[config.mk]
export PLATFORM = sky130hd
export DESIGN_NAME = kf_step_sequencer
export DESIGN_NICKNAME = d
export VERILOG_FILES = /design/src/rtl/kf_pkg.sv /design/src/rtl/kf_timeout_ctr.sv /design/src/rtl/kf_step_sequencer.sv
export SDC_FILE = /design/constraint.sdc
export NUM_CORES = 1
export LEC_CHECK = 0
export ABC_AREA = 1
export BUFFER_PORTS_ARGS = -buffer_cell sky130_fd_sc_hd__buf_2
export CORE_MARGIN = 1
export CORE_UTILIZATION = 54
export DETAILED_ROUTE_END_ITERATION = 10
export PLACE_DENSITY = 0.79
export SETUP_SLACK_MARGIN = 0.2
export SYNTH_ARGS = -nofsm -noshare
export SYNTH_HDL_FRONTEND = slang
export SYNTH_SLANG_ARGS = --single-unit
[constraint.sdc]
create_clock -name clk -period 1.85 [get_ports clk]
set_clock_uncertainty 0.1 [all_clocks]
set_input_delay 0 -clock clk [delete_from_list [all_inputs] [get_ports clk]]
set_output_delay 0 -clock clk [all_outputs]
set_load 0.02 [all_outputs]
[src/rtl/kf_pkg.sv]
//==============================================================================
// Module : kf_pkg
// Brief  : Shared types, register addresses and the micro-op table for one
//          Kalman-filter iteration.
// Rev    : 1.0
//==============================================================================
`default_nettype none

package kf_pkg;

    localparam int NUM_STEPS = 6;

    typedef enum logic [2:0] {
        OP_ADD = 3'd0,
        OP_SUB = 3'd1,
        OP_MUL = 3'd2,
        OP_MAC = 3'd3,
        OP_DIV = 3'd4
    } alu_op_t;

    typedef logic [2:0] reg_addr_t;

    localparam reg_addr_t ACC   = 3'd0;
    localparam reg_addr_t GYRO  = 3'd1;
    localparam reg_addr_t MAG   = 3'd2;
    localparam reg_addr_t DEC   = 3'd3;
    localparam reg_addr_t DT    = 3'd4;
    localparam reg_addr_t ANGLE = 3'd5;
    localparam reg_addr_t BIAS  = 3'd6;
    localparam reg_addr_t PCOV  = 3'd7;

    typedef struct packed {
        alu_op_t   op;
        reg_addr_t a;
        reg_addr_t b;
        reg_addr_t dst;
    } step_t;

    // Predict (rate, angle, covariance), then correct with the accelerometer angle.
    localparam step_t STEP_TABLE [NUM_STEPS] = '{
        '{op: OP_SUB, a: GYRO,  b: BIAS,  dst: DEC  },
        '{op: OP_MAC, a: DEC,   b: DT,    dst: ANGLE},
        '{op: OP_MAC, a: PCOV,  b: DT,    dst: PCOV },
        '{op: OP_SUB, a: ACC,   b: ANGLE, dst: DEC  },
        '{op: OP_DIV, a: PCOV,  b: MAG,   dst: MAG  },
        '{op: OP_MAC, a: MAG,   b: DEC,   dst: ANGLE}
    };

    typedef enum logic [2:0] {
        ST_UNCONF    = 3'd0,
        ST_WAIT_TICK = 3'd1,
        ST_ISSUE     = 3'd2,
        ST_WAIT_ALU  = 3'd3,
        ST_WRITE     = 3'd4,
        ST_ERROR     = 3'd5
    } seq_state_t;

    // Out-of-range indices fall back to the first entry so the decode is total.
    function automatic step_t step_decode(input logic [2:0] idx);
        if (int'(idx) < NUM_STEPS) begin
            return STEP_TABLE[idx];
        end
        return STEP_TABLE[0];
    endfunction

endpackage

`default_nettype wire

[src/rtl/kf_timeout_ctr.sv]
//==============================================================================
// Module : kf_timeout_ctr
// Brief  : Saturating wait counter; flags expiry when the count reaches limit.
// Rev    : 1.0
//==============================================================================
`default_nettype none

module kf_timeout_ctr #(
    parameter int WIDTH = 12
) (
    input  logic             clk,
    input  logic             n_rst,
    input  logic             clear,
    input  logic             enable,
    input  logic [WIDTH-1:0] limit,
    output logic             expired
);

    logic [WIDTH-1:0] r_count;

    always_ff @(posedge clk or negedge n_rst) begin
        if (!n_rst) begin
            r_count <= '0;
        end else if (clear) begin
            r_count <= '0;
        end else if (enable && !expired) begin
            r_count <= r_count + WIDTH'(1);
        end
    end

    assign expired = (r_count == limit);

endmodule

`default_nettype wire

[src/rtl/kf_step_sequencer.sv]
//==============================================================================
// Module : kf_step_sequencer
// Brief  : Runs one Kalman-filter micro-op sequence through the shared ALU per
//          sample tick, then hands the result to the SPI front-end.
// Rev    : 1.0
//==============================================================================
`default_nettype none

module kf_step_sequencer
    import kf_pkg::*;
#(
    parameter int ALU_TIMEOUT = 64,
    parameter int OUT_TIMEOUT = 4095
) (
    input  logic       clk,
    input  logic       n_rst,
    input  logic       configured_in,
    input  logic       sample_tick_in,
    input  logic       alu_done_in,
    input  logic       done_in,
    input  logic       clear_err_in,
    output logic       alu_start_out,
    output logic [2:0] alu_op_out,
    output logic [2:0] alu_src_a_out,
    output logic [2:0] alu_src_b_out,
    output logic [2:0] alu_dst_out,
    output logic       write_enable_out,
    output logic       busy_out,
    output logic [2:0] step_out,
    output logic       error_out,
    output logic       overrun_out
);

    localparam int c_ALU_W = $clog2(ALU_TIMEOUT + 1);
    localparam int c_OUT_W = $clog2(OUT_TIMEOUT + 1);
    localparam int c_CTR_W = (c_ALU_W > c_OUT_W) ? c_ALU_W : c_OUT_W;

    seq_state_t         r_state;
    seq_state_t         w_next_state;
    logic [2:0]         r_step;
    logic [2:0]         w_step_next;
    logic               r_error;
    logic               r_overrun;
    logic               w_ctr_clear;
    logic               w_ctr_en;
    logic               w_ctr_expired;
    logic [c_CTR_W-1:0] w_ctr_limit;
    logic               w_timeout_err;
    logic               w_tick_overrun;
    step_t              w_step_fields;

    // One counter serves both waits; it is cleared whenever a wait begins.
    kf_timeout_ctr #(
        .WIDTH (c_CTR_W)
    ) u_timeout_ctr (
        .clk     (clk),
        .n_rst   (n_rst),
        .clear   (w_ctr_clear),
        .enable  (w_ctr_en),
        .limit   (w_ctr_limit),
        .expired (w_ctr_expired)
    );

    assign w_ctr_limit = (r_state == ST_WRITE) ? c_CTR_W'(OUT_TIMEOUT)
                                               : c_CTR_W'(ALU_TIMEOUT);

    always_ff @(posedge clk or negedge n_rst) begin
        if (!n_rst) begin
            r_state <= ST_UNCONF;
            r_step  <= '0;
        end else begin
            r_state <= w_next_state;
            r_step  <= w_step_next;
        end
    end

    always_comb begin
        w_next_state  = r_state;
        w_step_next   = r_step;
        w_ctr_clear   = 1'b1;
        w_ctr_en      = 1'b0;
        w_timeout_err = 1'b0;
        case (r_state)
            ST_UNCONF: begin
                if (configured_in) begin
                    w_next_state = ST_WAIT_TICK;
                end
            end
            ST_WAIT_TICK: begin
                if (sample_tick_in) begin
                    w_next_state = ST_ISSUE;
                    w_step_next  = '0;
                end
            end
            ST_ISSUE: begin
                w_next_state = ST_WAIT_ALU;
            end
            ST_WAIT_ALU: begin
                w_ctr_clear = 1'b0;
                w_ctr_en    = 1'b1;
                if (alu_done_in) begin
                    w_ctr_clear = 1'b1;
                    if (r_step == 3'(NUM_STEPS - 1)) begin
                        w_next_state = ST_WRITE;
                    end else begin
                        w_step_next  = r_step + 3'd1;
                        w_next_state = ST_ISSUE;
                    end
                end else if (w_ctr_expired) begin
                    w_next_state  = ST_ERROR;
                    w_timeout_err = 1'b1;
                end
            end
            ST_WRITE: begin
                w_ctr_clear = 1'b0;
                w_ctr_en    = 1'b1;
                if (done_in) begin
                    w_next_state = ST_WAIT_TICK;
                end else if (w_ctr_expired) begin
                    w_next_state  = ST_ERROR;
                    w_timeout_err = 1'b1;
                end
            end
            ST_ERROR: begin
                if (clear_err_in) begin
                    w_next_state = ST_WAIT_TICK;
                end
            end
            default: begin
                w_next_state = ST_UNCONF;
            end
        endcase
    end

    // A tick is only consumed in WAIT_TICK; anywhere past configuration it is an overrun.
    assign w_tick_overrun = sample_tick_in &&
                            ((r_state == ST_ISSUE) || (r_state == ST_WAIT_ALU) ||
                             (r_state == ST_WRITE) || (r_state == ST_ERROR));

    always_ff @(posedge clk or negedge n_rst) begin
        if (!n_rst) begin
            r_error   <= 1'b0;
            r_overrun <= 1'b0;
        end else begin
            if (w_timeout_err) begin
                r_error <= 1'b1;
            end else if (clear_err_in) begin
                r_error <= 1'b0;
            end
            if (w_tick_overrun) begin
                r_overrun <= 1'b1;
            end else if (clear_err_in) begin
                r_overrun <= 1'b0;
            end
        end
    end

    assign w_step_fields    = step_decode(r_step);
    assign alu_op_out       = w_step_fields.op;
    assign alu_src_a_out    = w_step_fields.a;
    assign alu_src_b_out    = w_step_fields.b;
    assign alu_dst_out      = w_step_fields.dst;
    assign alu_start_out    = (r_state == ST_ISSUE);
    assign write_enable_out = (r_state == ST_WRITE);
    assign busy_out         = (r_state == ST_ISSUE) || (r_state == ST_WAIT_ALU) ||
                              (r_state == ST_WRITE);
    assign step_out         = r_step;
    assign error_out        = r_error;
    assign overrun_out      = r_overrun;

endmodule

`default_nettype wire

==> summary.txt <==
Worst setup path
  • Max Fanout on Critical Path: 4
  • Worst setup EP type: output port
  • Worst Path Arrival: 1570 ps
  • Crit start category: flip-flop
  • Critical path type: flip-flop to output port
  • WP data required: 1750 ps

Power
  • Net load switching power: 1060 uW
  • Switching part of the total: between 40% and 50%
  • P_int: 1130 uW
  • Reg power frac: between 20% and 30%
  • Clock network fraction of total power: 12.2%
  • Gate power share: 60.5%
  • Leakage: 0.000922 uW
  • PD cells: 1180 nW/um^2
  • Maximum vdd ir drop: 983 uV

Die
  • Die ar.: 2680 sq um
  • Core area: 2280 sq um
  • Initial cell density of the core: about three fifths
  • Num rows: 17
  • I/O pin count: 27
  • DIE HEIGHT: slightly above 50 um
  • Die X: 51.8 um

Yosys
  • Number of synthesized flops with an enable pin: 0
  • Top-area cell type share of the netlist area: 37.4%
  • YS warnings: 0
  • Sequential cell area fraction in the yosys report: a little under two fifths
  • Asr flop ratio synth: 100%
  • Yosys reg bits: 20
  • Post-Syn Nets: 208
  • Mapped Cells: 195
  • Mapped Avg Cell Area: 6.86 sq um
  • Largest cells by area after synthesis: dfrtp_1 (37%), nand2_1 (16%), inv_1 (7.0%), nor2_1 (7.0%), ha_1 (5.6%)
  • Cell variety after synth: 26
  • Mapped Area: 1340 sq um
  • Main synth FF type: dfrtp_1
  • Synth area leader: dfrtp_1

Layout
  • ANT cells: 0
  • Filler cells: ~140
  • Design area: 1850 sq um
  • P&R area growth vs syn: 38.4%
  • Commonest non-fill, non-tap cell in the layout: nand2_1
  • Share of cells above drive strength 1: 33.2%
  • Most frequent cells in the layout: nand2_1 (51), buf_2 (25), inv_1 (24)
  • Nets@finish: 261

Placed design
  • Gp weighted congestion: 0.949
  • HPWL after DPL: 2340 um
  • Port Buffers: 26
  • Area after DPL: 1480 sq um

STA
  • Final TNS setup: 0 ps
  • Fin. Hold Viols: 0
  • RSZ-0062 raised after global routing: true
  • Tcrit/Tclk final: roughly nine tenths
  • Slew HR: 69.8%
  • Worst-Margin Slew: 453 ps
  • Min Tclk post-route: 1670 ps
  • Final setup violation count: 0
  • FMAX: approximately 600 MHz
  • Slew Viols, Final: 0

GRT
  • Vias in the first global route: 1317
  • GR Overflow Total: 0
  • Total Routing Usage GR: 27.7%
  • Initial antenna violation count: 0
  • First-pass GRT wire length: 5410 um
  • Pin count of the biggest net entering global routing: 21

Drt
  • Routed vias/inst: 5.89
  • Iter 0 DRT Violations: 77
  • DRC Markers: 0
  • Via Count: 1619
  • DRT Wirelength: 4300 um
  • Remaining antenna violation count: 0
  • Drt wl/cell: 15.6 um
  • First-pass DRT Iterations: 6

Min path
  • Worst min-delay path class: input port to asynchronous set/reset pin

Clock tree
  • TritonCTS Buffers: 3
  • CTS tree: done
  • Clock Latency Late Sink: 310 ps
  • Root buffer cell: clkbuf_4
  • H-tree depth: 1
  • Max clock buf depth: 2
  • Clk slew on worst S/H paths: 120 ps
  • Sink Count: 20

Status
  • Status: completed

Flow run
  • Max-cap viol count: 0
==> cell families after synthesis <==
family,Yosys count,synth area share [%]
flip-flops,20,37.4
AO/OA/AOI/OAI,29,11.7
buffers and inverters,32,10.1
AND/OR/NAND/NOR,106,33.9
adder cells (fa/ha/maj),6,5.61
XOR/XNOR,2,1.31
==> final cells by class <==
class                   instances  area, sq um  area share (%)
multi-input cells             144          825            44.6
flip-flops and latches         20          509            27.5
repair buffers                 51          335            18.1
inverters                      28          110            5.95
clock buffers                   4         36.3            1.96
well taps                      28         35.0            1.89
==> through the flow <==
step,total power (uW),hold slack [ps],cells,worst slack [ps],utilization [%]
6_report,2190,47.0,275,175,81.3
5_1_grt,2300,93.2,275,75.3,81.3
4_1_cts,1800,79.2,258,205,71.3
3_5_place_dp,1460,-120,245,121,65.2
3_3_place_gp,1440,-127,245,128,65.2
2_1_floorplan,1230,-396,195,208,-
==> cell usage after synthesis, types with 2 or more instances <==
master / n
nor3_1: 2
nand3_1: 7
o22ai_1: 2
buf_4: 2
a211oi_1: 2
nor3b_1: 2
nor4_1: 2
o21ai_0: 14
nor2_2: 4
ha_1: 6
xor2_1: 2
inv_2: 3
nand2_2: 2
nand4_1: 4
dfrtp_1: 20
o21ai_1: 2
nor2_1: 25
a21oi_1: 7
nand2_1: 56
inv_1: 25
==> path summary, 6_finish.rpt <==
check | from | end | slack (ps) | depth (start not counted)
min | n_rst | r_state[2] | 50 | 2
min reg2reg | error_out | error_out | 410 | 2
max | step_out[1] | alu_src_a_out[0] | 180 | 5
max in group asynchronous | n_rst | r_state[1] | 1260 | 2
min in group clk | error_out | error_out | 410 | 2
max reg2reg | r_state[0] | r_state[0] | 190 | 10
==> power groups by stage <==
stage                     Clock (uW)  Combinational [uW]  Sequential, uW
final                            267                1320             596
after floorplan                    0                 619             614
after detailed placement           0                 866             592
after global routing             295                1410             603
after global placement             0                 855             589
after CTS                        264                 964             572
==> state kept, by name (all words and copies together) (netlist names) <==
signal / cells
u_timeout_ctr.r_count: 12
r_state: 3
step_out: 3
error_out: 1
overrun_out: 1
==> worst max-delay path, stage by stage, from the launching register on <==
cell and delay, ps:
dfrtp_1 410, buf_4 140, buf_4 140, ha_1 170
o21ai_0 180, buf_2 210
==> what timing repair did <==
action	CTS	global route
hold endpoints to repair	25	0
cloned	0	1
hold buffers	6	0
buffers inserted	3	16
resized for setup	7	28
pin swaps	0	5
setup endpoints to repair	20	21
==> layer usage <==
layer  GRT usage, %  vias to the layer above  routed length [um]  part of all wire [%]
li1               -                      728                   -                     -
met1           31.0                      760                1600                    37
met2           49.4                      105                2170                    51
met3           3.80                       26                 329                   7.7
met4           16.7                        0                 195                   4.5
met5              0                        -                   0                     0
Power figures use the tool's default switching activity.
